### src/rtl/matrix_alu_gen_if.sv
// Execution-engine bus for the matrix ALU: address/strobes/data out, result and status back.
interface matrix_alu_gen_if #(
  parameter int DIM = 4,
  parameter int EW  = 16
);
  logic [15:0]           address;
  logic                  nRead;
  logic                  nWrite;
  logic [DIM*DIM*EW-1:0] ExeDataOut;
  logic [DIM*DIM*EW-1:0] MatrixDataOut;
  logic                  Busy;
  logic                  Done;

  modport master (
    output address, nRead, nWrite, ExeDataOut,
    input  MatrixDataOut, Busy, Done
  );

  modport slave (
    input  address, nRead, nWrite, ExeDataOut,
    output MatrixDataOut, Busy, Done
  );
endinterface

### src/rtl/matrix_alu_gen.sv
// DIMxDIM matrix ALU, element-serial datapath (one element or one MAC per cycle).
// Optional MATRIX_ALU_SAT_EN: signed elements with saturating ADD/SUB/SCALE/SCALEIMM/MUL.
module matrix_alu_gen #(
  parameter int         DIM     = 4,
  parameter int         EW      = 16,
  parameter logic [3:0] UNIT_ID = 4'h2
) (
  input logic             Clk,
  input logic             nReset,
  matrix_alu_gen_if.slave bus
);
  localparam int CW = (DIM > 1) ? $clog2(DIM) : 1;
  localparam logic [CW-1:0] LAST = CW'(DIM - 1);
`ifdef MATRIX_ALU_SAT_EN
  localparam int AW = EW + DIM + EW;
`else
  localparam int AW = EW;
`endif

  localparam logic [3:0] OP_MUL  = 4'd0;
  localparam logic [3:0] OP_ADD  = 4'd1;
  localparam logic [3:0] OP_SUB  = 4'd2;
  localparam logic [3:0] OP_TRN  = 4'd3;
  localparam logic [3:0] OP_SCL  = 4'd4;
  localparam logic [3:0] OP_SIMM = 4'd5;

  typedef logic [DIM-1:0][DIM-1:0][EW-1:0] mat_t;
  typedef enum logic [1:0] {IDLE, RUN, DONE} state_t;

  state_t                state, state_nxt;
  mat_t                  src1, src2, res, shadow, shadow_upd;
  logic [EW-1:0]         imm;
  logic [3:0]            op;
  logic [CW-1:0]         ri, cj, kk;
  logic [AW-1:0]         acc, acc_nxt;
  logic [EW-1:0]         elem;
  logic [DIM*DIM*EW-1:0] rdata;
  logic [EW-1:0]         a_ij, b_ij, a_ji, a_ik, b_kj, b_00;
  logic [3:0]            off;
  logic                  sel, wr, rd, busy, start, elem_end, last;
  logic                  unused_addr;

  assign off         = bus.address[3:0];
  assign sel         = (bus.address[15:12] == UNIT_ID) && (bus.nRead != bus.nWrite);
  assign wr          = sel && !bus.nWrite;
  assign rd          = sel && !bus.nRead;
  assign busy        = (state == RUN);
  assign start       = wr && (off == 4'd3) && (bus.address[7:4] <= OP_SIMM) && !busy;
  assign elem_end    = (op != OP_MUL) || (kk == LAST);
  assign last        = elem_end && (ri == LAST) && (cj == LAST);
  assign unused_addr = ^bus.address[11:8];

  assign bus.Busy          = busy;
  assign bus.Done          = (state == DONE);
  assign bus.MatrixDataOut = rdata;

  always_comb begin
    state_nxt = state;
    case (state)
      IDLE:    if (start) state_nxt = RUN;
      RUN:     if (last) state_nxt = DONE;
      DONE:    state_nxt = start ? RUN : IDLE;
      default: state_nxt = IDLE;
    endcase
  end

  always_comb begin
    a_ij = src1[ri][cj];
    b_ij = src2[ri][cj];
    a_ji = src1[cj][ri];
    a_ik = src1[ri][kk];
    b_kj = src2[kk][cj];
    b_00 = src2[0][0];
  end

`ifdef MATRIX_ALU_SAT_EN
  logic signed [2*EW-1:0] sp_mac, sp_scl, sp_imm;

  function automatic logic [AW-1:0] sx1(input logic [EW-1:0] v);
    return {{(AW-EW){v[EW-1]}}, v};
  endfunction

  function automatic logic [AW-1:0] sx2(input logic [2*EW-1:0] v);
    return {{(AW-2*EW){v[2*EW-1]}}, v};
  endfunction

  // Clamp to signed EW range: upper bits must all equal the sign bit.
  function automatic logic [EW-1:0] sat(input logic [AW-1:0] v);
    if (!v[AW-1] && (|v[AW-2:EW-1]))  return {1'b0, {(EW-1){1'b1}}};
    if (v[AW-1] && !(&v[AW-2:EW-1])) return {1'b1, {(EW-1){1'b0}}};
    return v[EW-1:0];
  endfunction

  always_comb begin
    sp_mac  = $signed(a_ik) * $signed(b_kj);
    sp_scl  = $signed(a_ij) * $signed(b_00);
    sp_imm  = $signed(a_ij) * $signed(imm);
    acc_nxt = ((kk == '0) ? '0 : acc) + sx2(sp_mac);
    elem    = '0;
    case (op)
      OP_MUL:  elem = sat(acc_nxt);
      OP_ADD:  elem = sat(sx1(a_ij) + sx1(b_ij));
      OP_SUB:  elem = sat(sx1(a_ij) - sx1(b_ij));
      OP_TRN:  elem = a_ji;
      OP_SCL:  elem = sat(sx2(sp_scl));
      OP_SIMM: elem = sat(sx2(sp_imm));
      default: elem = '0;
    endcase
  end
`else
  logic [EW-1:0] p_mac, p_scl, p_imm;

  always_comb begin
    p_mac   = a_ik * b_kj;
    p_scl   = a_ij * b_00;
    p_imm   = a_ij * imm;
    acc_nxt = ((kk == '0) ? '0 : acc) + p_mac;
    elem    = '0;
    case (op)
      OP_MUL:  elem = acc_nxt;
      OP_ADD:  elem = a_ij + b_ij;
      OP_SUB:  elem = a_ij - b_ij;
      OP_TRN:  elem = a_ji;
      OP_SCL:  elem = p_scl;
      OP_SIMM: elem = p_imm;
      default: elem = '0;
    endcase
  end
`endif

  // Merged view lets the final element land in result on the same edge DONE is entered.
  always_comb begin
    shadow_upd         = shadow;
    shadow_upd[ri][cj] = elem;
  end

  always_ff @(posedge Clk) begin
    if (!nReset) begin
      state  <= IDLE;
      src1   <= '0;
      src2   <= '0;
      res    <= '0;
      shadow <= '0;
      imm    <= '0;
      op     <= '0;
      ri     <= '0;
      cj     <= '0;
      kk     <= '0;
      acc    <= '0;
      rdata  <= '0;
    end else begin
      state <= state_nxt;
      if (wr && !busy) begin
        case (off)
          4'd0:    src1 <= bus.ExeDataOut;
          4'd1:    src2 <= bus.ExeDataOut;
          4'd4:    imm  <= bus.ExeDataOut[EW-1:0];
          default: ;
        endcase
      end
      if (start) begin
        op  <= bus.address[7:4];
        ri  <= '0;
        cj  <= '0;
        kk  <= '0;
        acc <= '0;
      end else if (busy) begin
        acc <= acc_nxt;
        if (!elem_end) begin
          kk <= kk + 1'b1;
        end else begin
          kk     <= '0;
          shadow <= shadow_upd;
          if (cj == LAST) begin
            cj <= '0;
            ri <= (ri == LAST) ? '0 : ri + 1'b1;
          end else begin
            cj <= cj + 1'b1;
          end
        end
        if (last) res <= shadow_upd;
      end
      if (rd && (off == 4'd2)) rdata <= res;
    end
  end
endmodule

### src/flat_wrapper.sv
// flat-port wrapper written by rule: the top's interface ports become plain ports
module matrix_alu_gen_flat 
#(
  parameter int         DIM     = 4,
  parameter int         EW      = 16,
  parameter logic [3:0] UNIT_ID = 4'h2
)
  (Clk, nReset, bus_address, bus_nRead, bus_nWrite, bus_ExeDataOut, bus_MatrixDataOut, bus_Busy, bus_Done);
  matrix_alu_gen_if #(.DIM(DIM), .EW(EW)) bus_i ();
  input logic Clk;
  input logic nReset;
  input wire logic [$bits(bus_i.address)-1:0] bus_address;
  input wire logic [$bits(bus_i.nRead)-1:0] bus_nRead;
  input wire logic [$bits(bus_i.nWrite)-1:0] bus_nWrite;
  input wire logic [$bits(bus_i.ExeDataOut)-1:0] bus_ExeDataOut;
  output wire logic [$bits(bus_i.MatrixDataOut)-1:0] bus_MatrixDataOut;
  output wire logic [$bits(bus_i.Busy)-1:0] bus_Busy;
  output wire logic [$bits(bus_i.Done)-1:0] bus_Done;
  assign bus_i.address = bus_address;
  assign bus_i.nRead = bus_nRead;
  assign bus_i.nWrite = bus_nWrite;
  assign bus_i.ExeDataOut = bus_ExeDataOut;
  assign bus_MatrixDataOut = bus_i.MatrixDataOut;
  assign bus_Busy = bus_i.Busy;
  assign bus_Done = bus_i.Done;
  matrix_alu_gen #(.DIM(DIM), .EW(EW), .UNIT_ID(UNIT_ID)) u_core (.Clk(Clk), .nReset(nReset), .bus(bus_i));
endmodule
### config.mk
export PLATFORM = sky130hd
export DESIGN_NAME = matrix_alu_gen_flat
export DESIGN_NICKNAME = d
export VERILOG_FILES = /design/src/rtl/matrix_alu_gen_if.sv /design/src/rtl/matrix_alu_gen.sv /design/src/flat_wrapper.sv
export SDC_FILE = /design/constraint.sdc
export NUM_CORES = 2
export LEC_CHECK = 0
export BUFFER_PORTS_ARGS = -buffer_cell sky130_fd_sc_hd__buf_2
export CORE_AREA = 5 5 400 402
export DETAILED_ROUTE_END_ITERATION = 7
export DIE_AREA = 0 0 405 407
export HOLD_SLACK_MARGIN = 0.1
export SLEW_MARGIN = 25
export SYNTH_ARGS = -nofsm -noshare
export SYNTH_HDL_FRONTEND = slang
export SYNTH_SLANG_ARGS = --single-unit
### constraint.sdc
create_clock -name Clk -period 12.1 [get_ports Clk]
set_input_delay 0 -clock Clk [delete_from_list [all_inputs] [get_ports Clk]]
set_output_delay 0 -clock Clk [all_outputs]
set_load 0.1 [all_outputs]
# Word-level counts from Yosys, hierarchy flattened
# Index checks and enable logic that the tools add are counted.
dict set report op_classes {
  reduce_logical 30
  mux 32
  order_cmp 6
  eq_ne 18
  n_bitwise 2
  n_mul 3
  n_addsub 6
}
# operator n
set ops {}
lappend ops {{binary-select mux 64 bit (select 2 bit)} 4}
lappend ops {{two-way mux 64 bit} 5}
lappend ops {{bitwise mux 256 bit} 1}
lappend ops {{binary-select mux 16 bit (select 2 bit)} 5}
lappend ops {{demux 64 bit (select 2 bit)} 1}
lappend ops {{two-way mux 16 bit} 7}
lappend ops {{case mux 16 bit (6 select lines)} 1}
lappend ops {{multiplier 16 x 16 -> 16 bit} 3}
lappend ops {{adder 16 bit} 2}
lappend ops {{demux 16 bit (select 2 bit)} 1}
lappend ops {{equality test 4 x 2 -> 1 bit (second input constant)} 5}
lappend ops {{subtractor 16 bit} 1}
lappend ops {{equality test 4 x 3 -> 1 bit (second input constant)} 3}
lappend ops {{logical AND 1 bit} 12}
lappend ops {{two-way mux 2 bit} 5}
lappend ops {{AND reduction 2 bit} 5}
lappend ops {{less-than comparator 2 x 3 -> 1 bit (second input constant)} 3}
lappend ops {{AND reduction 3 bit} 3}
lappend ops {{equality test 2 bit (second input constant)} 4}
lappend ops {{equality test 4 x 1 -> 1 bit (second input constant)} 2}
lappend ops {{logical NOT 4 bit} 2}
lappend ops {{adder 2 x 1 -> 2 bit (second input constant)} 3}
lappend ops {{case mux 2 bit (3 select lines)} 1}
lappend ops {{>= comparator 2 x 1 -> 1 bit (second input constant)} 2}
lappend ops {{other kinds (12)} 16}
dict set report totals {
  in_bits 276
  output_inout_bits 258
  regBits 1324
}

# Longest topological paths before layout
dict set report logic_depth {
  ltp_word 8
  ltp_mapped 35
  depth_no_buf 27
}

# Least setup slack after synthesis
# No wires, ideal clock.
dict set report synth_timing {
  kind {register -> register}
  startpoint {register u_core.ri[0]}
  endpoint {register u_core.res[127] in the netlist's numbering}
  stages_incl_launch_ff 33
  t_required_ns 11.968
  n_path_buf 9
  t_arrival_ns 7.415
  path_slack_ns 4.553
  setup_time_ns 0.132
  path_cell_list {dfxtp_1 -> buf_4 -> buf_6 -> buf_6 -> buf_6 -> buf_6 -> inv_2 -> mux2i_1 -> mux2i_1 -> clkbuf_1 -> clkbuf_1 -> nand2_1 -> fa_1 -> fa_1 -> inv_1 -> fa_1 -> fa_1 -> inv_1 -> fa_1 -> fa_1 -> xnor2_1 -> xnor2_1 -> xnor2_1 -> xnor2_1 -> xnor2_1 -> xnor3_1 -> xnor2_1 -> xnor2_1 -> a22o_1 -> clkbuf_2 -> buf_2 -> o31ai_2 -> a21oi_1}
}
dict set report synth_via {
  elab_chain_cells 8
}
# item line_no
set synth_rtl {}
lappend synth_rtl {{start, declared} matrix_alu_gen.sv:34} ;# logic [CW-1:0] ri, cj, kk;
lappend synth_rtl {{start signal, assigned} matrix_alu_gen.sv:176} ;# ri <= (ri == LAST) ? '0 : ri + 1'b1;
lappend synth_rtl {{binary-select mux 64 bit (select 2 bit)} {matrix_alu_gen.sv:68, matrix_alu_gen.sv:71}}
lappend synth_rtl {{two-way mux 64 bit (not written as such)} {matrix_alu_gen.sv:68, matrix_alu_gen.sv:71}}
lappend synth_rtl {{binary-select mux 16 bit (select 2 bit)} matrix_alu_gen.sv:71} ;# a_ik = src1[ri][kk];
lappend synth_rtl {{two-way mux 16 bit (not written as such)} matrix_alu_gen.sv:71}
lappend synth_rtl {{multiplier 16 x 16 -> 16 bit} matrix_alu_gen.sv:114} ;# p_mac = a_ik * b_kj;
lappend synth_rtl {{adder 16 bit} matrix_alu_gen.sv:117} ;# acc_nxt = ((kk == '0) ? '0 : acc) + p_mac;
lappend synth_rtl {{case mux 16 bit (6 select lines)} matrix_alu_gen.sv:119} ;# case (op)
lappend synth_rtl {{bitwise mux 256 bit} matrix_alu_gen.sv:134} ;# shadow_upd[ri][cj] = elem;
lappend synth_rtl {{end signal, assigned} matrix_alu_gen.sv:181} ;# if (last) res <= shadow_upd;
lappend synth_rtl {{end, declared} matrix_alu_gen.sv:31} ;# mat_t src1, src2, res, shadow, shadow_upd;
# Parallel ways exist; a longest one is shown, timed or not. The select of a mux whose other input is x is not followed.
# A chain may end at the register's enable or synchronous reset.

# Worst setup path after layout
dict set report layout_timing {
  startpoint {register u_core.kk[1]}
  endpoint {register u_core.shadow[63] in the netlist's numbering}
}
dict set report layout_via {
  elab_chain_cells 8
}
# item line_no
set layout_rtl {}
lappend layout_rtl {{start, declared} matrix_alu_gen.sv:34}
lappend layout_rtl {{start signal, assigned} matrix_alu_gen.sv:170} ;# kk <= kk + 1'b1;
lappend layout_rtl {{binary-select mux 64 bit (select 2 bit)} matrix_alu_gen.sv:72} ;# b_kj = src2[kk][cj];
lappend layout_rtl {{two-way mux 64 bit (not written as such)} matrix_alu_gen.sv:72}
lappend layout_rtl {{binary-select mux 16 bit (select 2 bit)} matrix_alu_gen.sv:72}
lappend layout_rtl {{two-way mux 16 bit (not written as such)} matrix_alu_gen.sv:72}
lappend layout_rtl {{multiplier 16 x 16 -> 16 bit} matrix_alu_gen.sv:114}
lappend layout_rtl {{adder 16 bit} matrix_alu_gen.sv:117}
lappend layout_rtl {{case mux 16 bit (6 select lines)} matrix_alu_gen.sv:119}
lappend layout_rtl {{bitwise mux 256 bit} matrix_alu_gen.sv:134}
lappend layout_rtl {{end signal, assigned} matrix_alu_gen.sv:173} ;# shadow <= shadow_upd;
lappend layout_rtl {{end, declared} matrix_alu_gen.sv:31}
# Parallel ways exist; a longest one is shown, timed or not. The select of a mux whose other input is x is not followed.

==> results.md <==
- FF-to-FF setup slack: 2.63 ns
- Hold_sp: bus_ExeDataOut[31]
- Max cap viols: 0
- CTS tree: done
- Hold path endpoint: u_core.src2[31]
- Number of global-route vias before repair: 59800
- Critical Path Source: u_core.kk[1]
- Clk sink count: 1308
- Largest net degree at the start of global routing: 199
- Final #Nets: 9439
- Critical path's largest stage delay: 0.84 ns
- EDFF count, synth: 0
- 1st-iter DRT viols: 6812
- Grt total ovfl: 0
- Routed len/inst: 22.9 um
- Achievable Freq: 106 MHz
- Setup CP Type: reg -> reg
- Netlist cell types: 69
- Crit path DAT: 10.15 ns
- Via density: 5.73
- Vias: 62600
- Pleak: 30.5 nW
- Comb pwr share: 0.036
- Post-Syn Area: 69700 um2
- Layout cells sized above 1: 0.145
- Placer Congestion: 0.929
- Pint: 7.10 mW
- Tightest Pin Transition: between 1 and 1.5 ns
- RSZ-0062 raised after global routing: no
- Worst hold path type: in -> reg
- Pwr dens: between 100 and 150 nW/um2
- Clk buf depth: 3
- Minimum clock period: 9.47 ns
- Largest fanout on the critical path: 31
- Final period utilization: 0.783
- Global-route wire length before repair: 375000 um
- Hold path depth: 4
- Detailed placement HPWL: 168000 um
- Net Sw Frac: 0.227
- Clock skew: 0.0452 ns
- Residual DRC: 0
- Starting Density: 0.448
- Rows: 145
- Crit path max-delay cell type: o211ai_4
- Root buffer cell: clkbuf_16
- Die area: 165000 um2
- Flop pwr share: 0.469
- Pre-Repair DR Iteration Count: 7
- Worst setup EP type: flop
- CTS buffer count: between 100 and 150
- Setup TNS: 0 ns
- H-tree levels: 4
- CP Launch Type: flop
- Core Area: 156000 um2
- Initial antenna violation count: 11
- Reg2reg start: u_core.kk[1]
- PostCTS Resize Cnt: 0
- Ys async rst share: 0
- Worst path cell trace: buf_4 > mux4_2 > a22oi_1 > nand2_1 > and2_1 > fa_1 > inv_1 > fa_1 > inv_1 > ha_1 > fa_1 > fa_1 > inv_1 > fa_1 > inv_1 > ha_1 > a21boi_0 > o21ai_0 > a21oi_1 > o41ai_1 > xnor3_1 > o211ai_4 > nor2_4 > a211oi_1
- Clock power frac: 0.495
- Post-CTS Hold Fix Bufs: 530
- Worst path required time: roughly 13 ns
- Most frequent CP cell: fa_1
- Net Count, Synth: 8807
- Final setup viols: 0
- R2r endpoint: u_core.shadow[63]
- Max VDD drop: 0.142 mV
- Most used DFF post-synth: dfxtp_1
- Syn Inst Count: 8100
- Final WL: 250000 um
- Fin. max-slew vios: 0
- Die width: 405 um
- Syn_area_per_cell: 8.61 um2
- Status: complete, no violations
- Slew HR: 0.203
- Input/output buffers: 529
- Total global-route track usage: 0.297
- Worst-path clk slew: about 0.06 ns
- Sw Pwr: between 2 and 2.5 mW
- Yosys warns: 0
- Layout area overhead: 20.0%
- Hold Vio Cnt, Final: 0
- Remaining antenna violation count: 0
- # IOs: 534
- Setup bufs post-CTS: 0
- #FFs+latches synth: 1308
- FF-to-FF path depth: 24
- Die height: 407 um
- PnR Total Power: between 9 and 10 mW
- Later-pin clock latency in the skew report: around 0.80 ns
- Register area share after synthesis: 0.375
sequential cells by signal (all words and copies together) (netlist names), 16 cells and up:
register and cells:
u_core.bus.MatrixDataOut 256, u_core.res 256, u_core.src1 256, u_core.shadow 240, u_core.src2 240, u_core.acc 16, u_core.b_00 16, u_core.imm 16
metrics by stage:
stage / hold WS [ns] / instances / setup WS (ns) / instance area, um2 / utilization
5_1_grt: 0.144 / 10900 / 2.16 / 83700 / 0.538
2_1_floorplan: 0.136 / 8100 / 4.55 / 69700 / -
3_3_place_gp: 0.249 / 10100 / 2.81 / 73400 / 0.471
4_1_cts: 0.101 / 10900 / 2.67 / 83600 / 0.537
6_report: 0.175 / 10900 / 2.63 / 83700 / 0.538
3_5_place_dp: 0.254 / 10100 / 2.74 / 73400 / 0.472
synth_stat cells, types with 48 or more instances:
cell type	count	area (um2)
and2_1	205	1280
a211oi_1	333	2500
nand2_1	1994	7480
mux4_2	334	7520
o21ai_0	143	716
fa_1	255	5100
clkbuf_1	562	2110
nor2_1	626	2350
mux2i_1	60	601
a21oi_1	1086	5440
xnor2_1	104	911
dfxtp_1	1308	26200
ha_1	176	2200
inv_1	386	1450
buf_2	48	240
cell type report:
class / instances / area (um2)
well taps: 2058 / 2570
inverters: 393 / 1480
repair buffers: 1163 / 8900
flip-flops and latches: 1308 / 26200
fillers: 14200 / 72000
multi-input cells: 5721 / 39600
clock inverters: 44 / 592
clock buffers: 220 / 4320
diodes: 7 / 17.5
power by group through the flow:
| stage | Sequential (mW) | Combinational, mW | Clock, mW |
|---|---|---|---|
| floorplan | 4.40 | 0.0723 | 0 |
| global placement | 4.40 | 0.190 | 0 |
| detailed placement | 4.40 | 0.190 | 0 |
| CTS | 4.31 | 0.322 | 4.61 |
| global route | 4.30 | 0.346 | 4.79 |
| finish | 4.31 | 0.335 | 4.55 |
worst max-delay path: cells and delay by family (launching register included):
family / cells / cell delay, ns
mux: 1 / 0.52
xor+xnor: 1 / 0.37
flops: 1 / 0.78
compound gates: 7 / 2.64
simple gates: 3 / 1.14
buf+inv: 5 / 0.82
fa+ha+maj: 7 / 3.02
worst max-delay path by stage:
| stage | cells past startpoint | end |
|---|---|---|
| floorplan | 32 | u_core.res[127] |
| global placement | 23 | u_core.res[255] |
| detailed placement | 23 | u_core.shadow[63] |
| CTS | 23 | u_core.shadow[63] |
| global route | 26 | u_core.shadow[31] |
| finish | 24 | u_core.shadow[63] |
logic make-up after synthesis:
group,Yosys count,synth area share
DFF,1308,0.375
buffers and inverters,1071,0.0616
muxes,396,0.117
adders and majority gates,431,0.105
and+or+nand+nor,2987,0.173
AOI/OAI and AO/OA,1772,0.150
xor gates and xnor gates,135,0.0187
cells in the final DEF, fill, tap and decap left out, types with 20 or more instances in the layout:
cell type and n:
nor2_1 610, nand2b_1 21, nor2b_1 27, or3_1 20
inv_1 386, a211oi_1 329, ha_1 176, dfxtp_1 1302
clkbuf_1 37, nand3_1 28, fa_1 255, o211ai_1 37
clkbuf_8 35, a21o_1 22, xor2_1 22, dlygate4sd3_1 530
mux4_2 334, nor3_1 30, xnor2_1 104, buf_4 88
buf_2 528, clkbuf_16 148, nand2_1 1994, and2_1 199
mux2i_1 57, o21ai_0 143, a21oi_1 1082
routing by layer:
metal / GRT usage / vias to the layer above / wire, um
li1: - / 28500 / -
met1: 0.398 / 30400 / 102000
met2: 0.463 / 3016 / 112000
met3: 0.0507 / 600 / 21300
met4: 0.153 / 2 / 14900
met5: 0 / - / 7
Note: power is estimated with default switching activity, not from simulation.
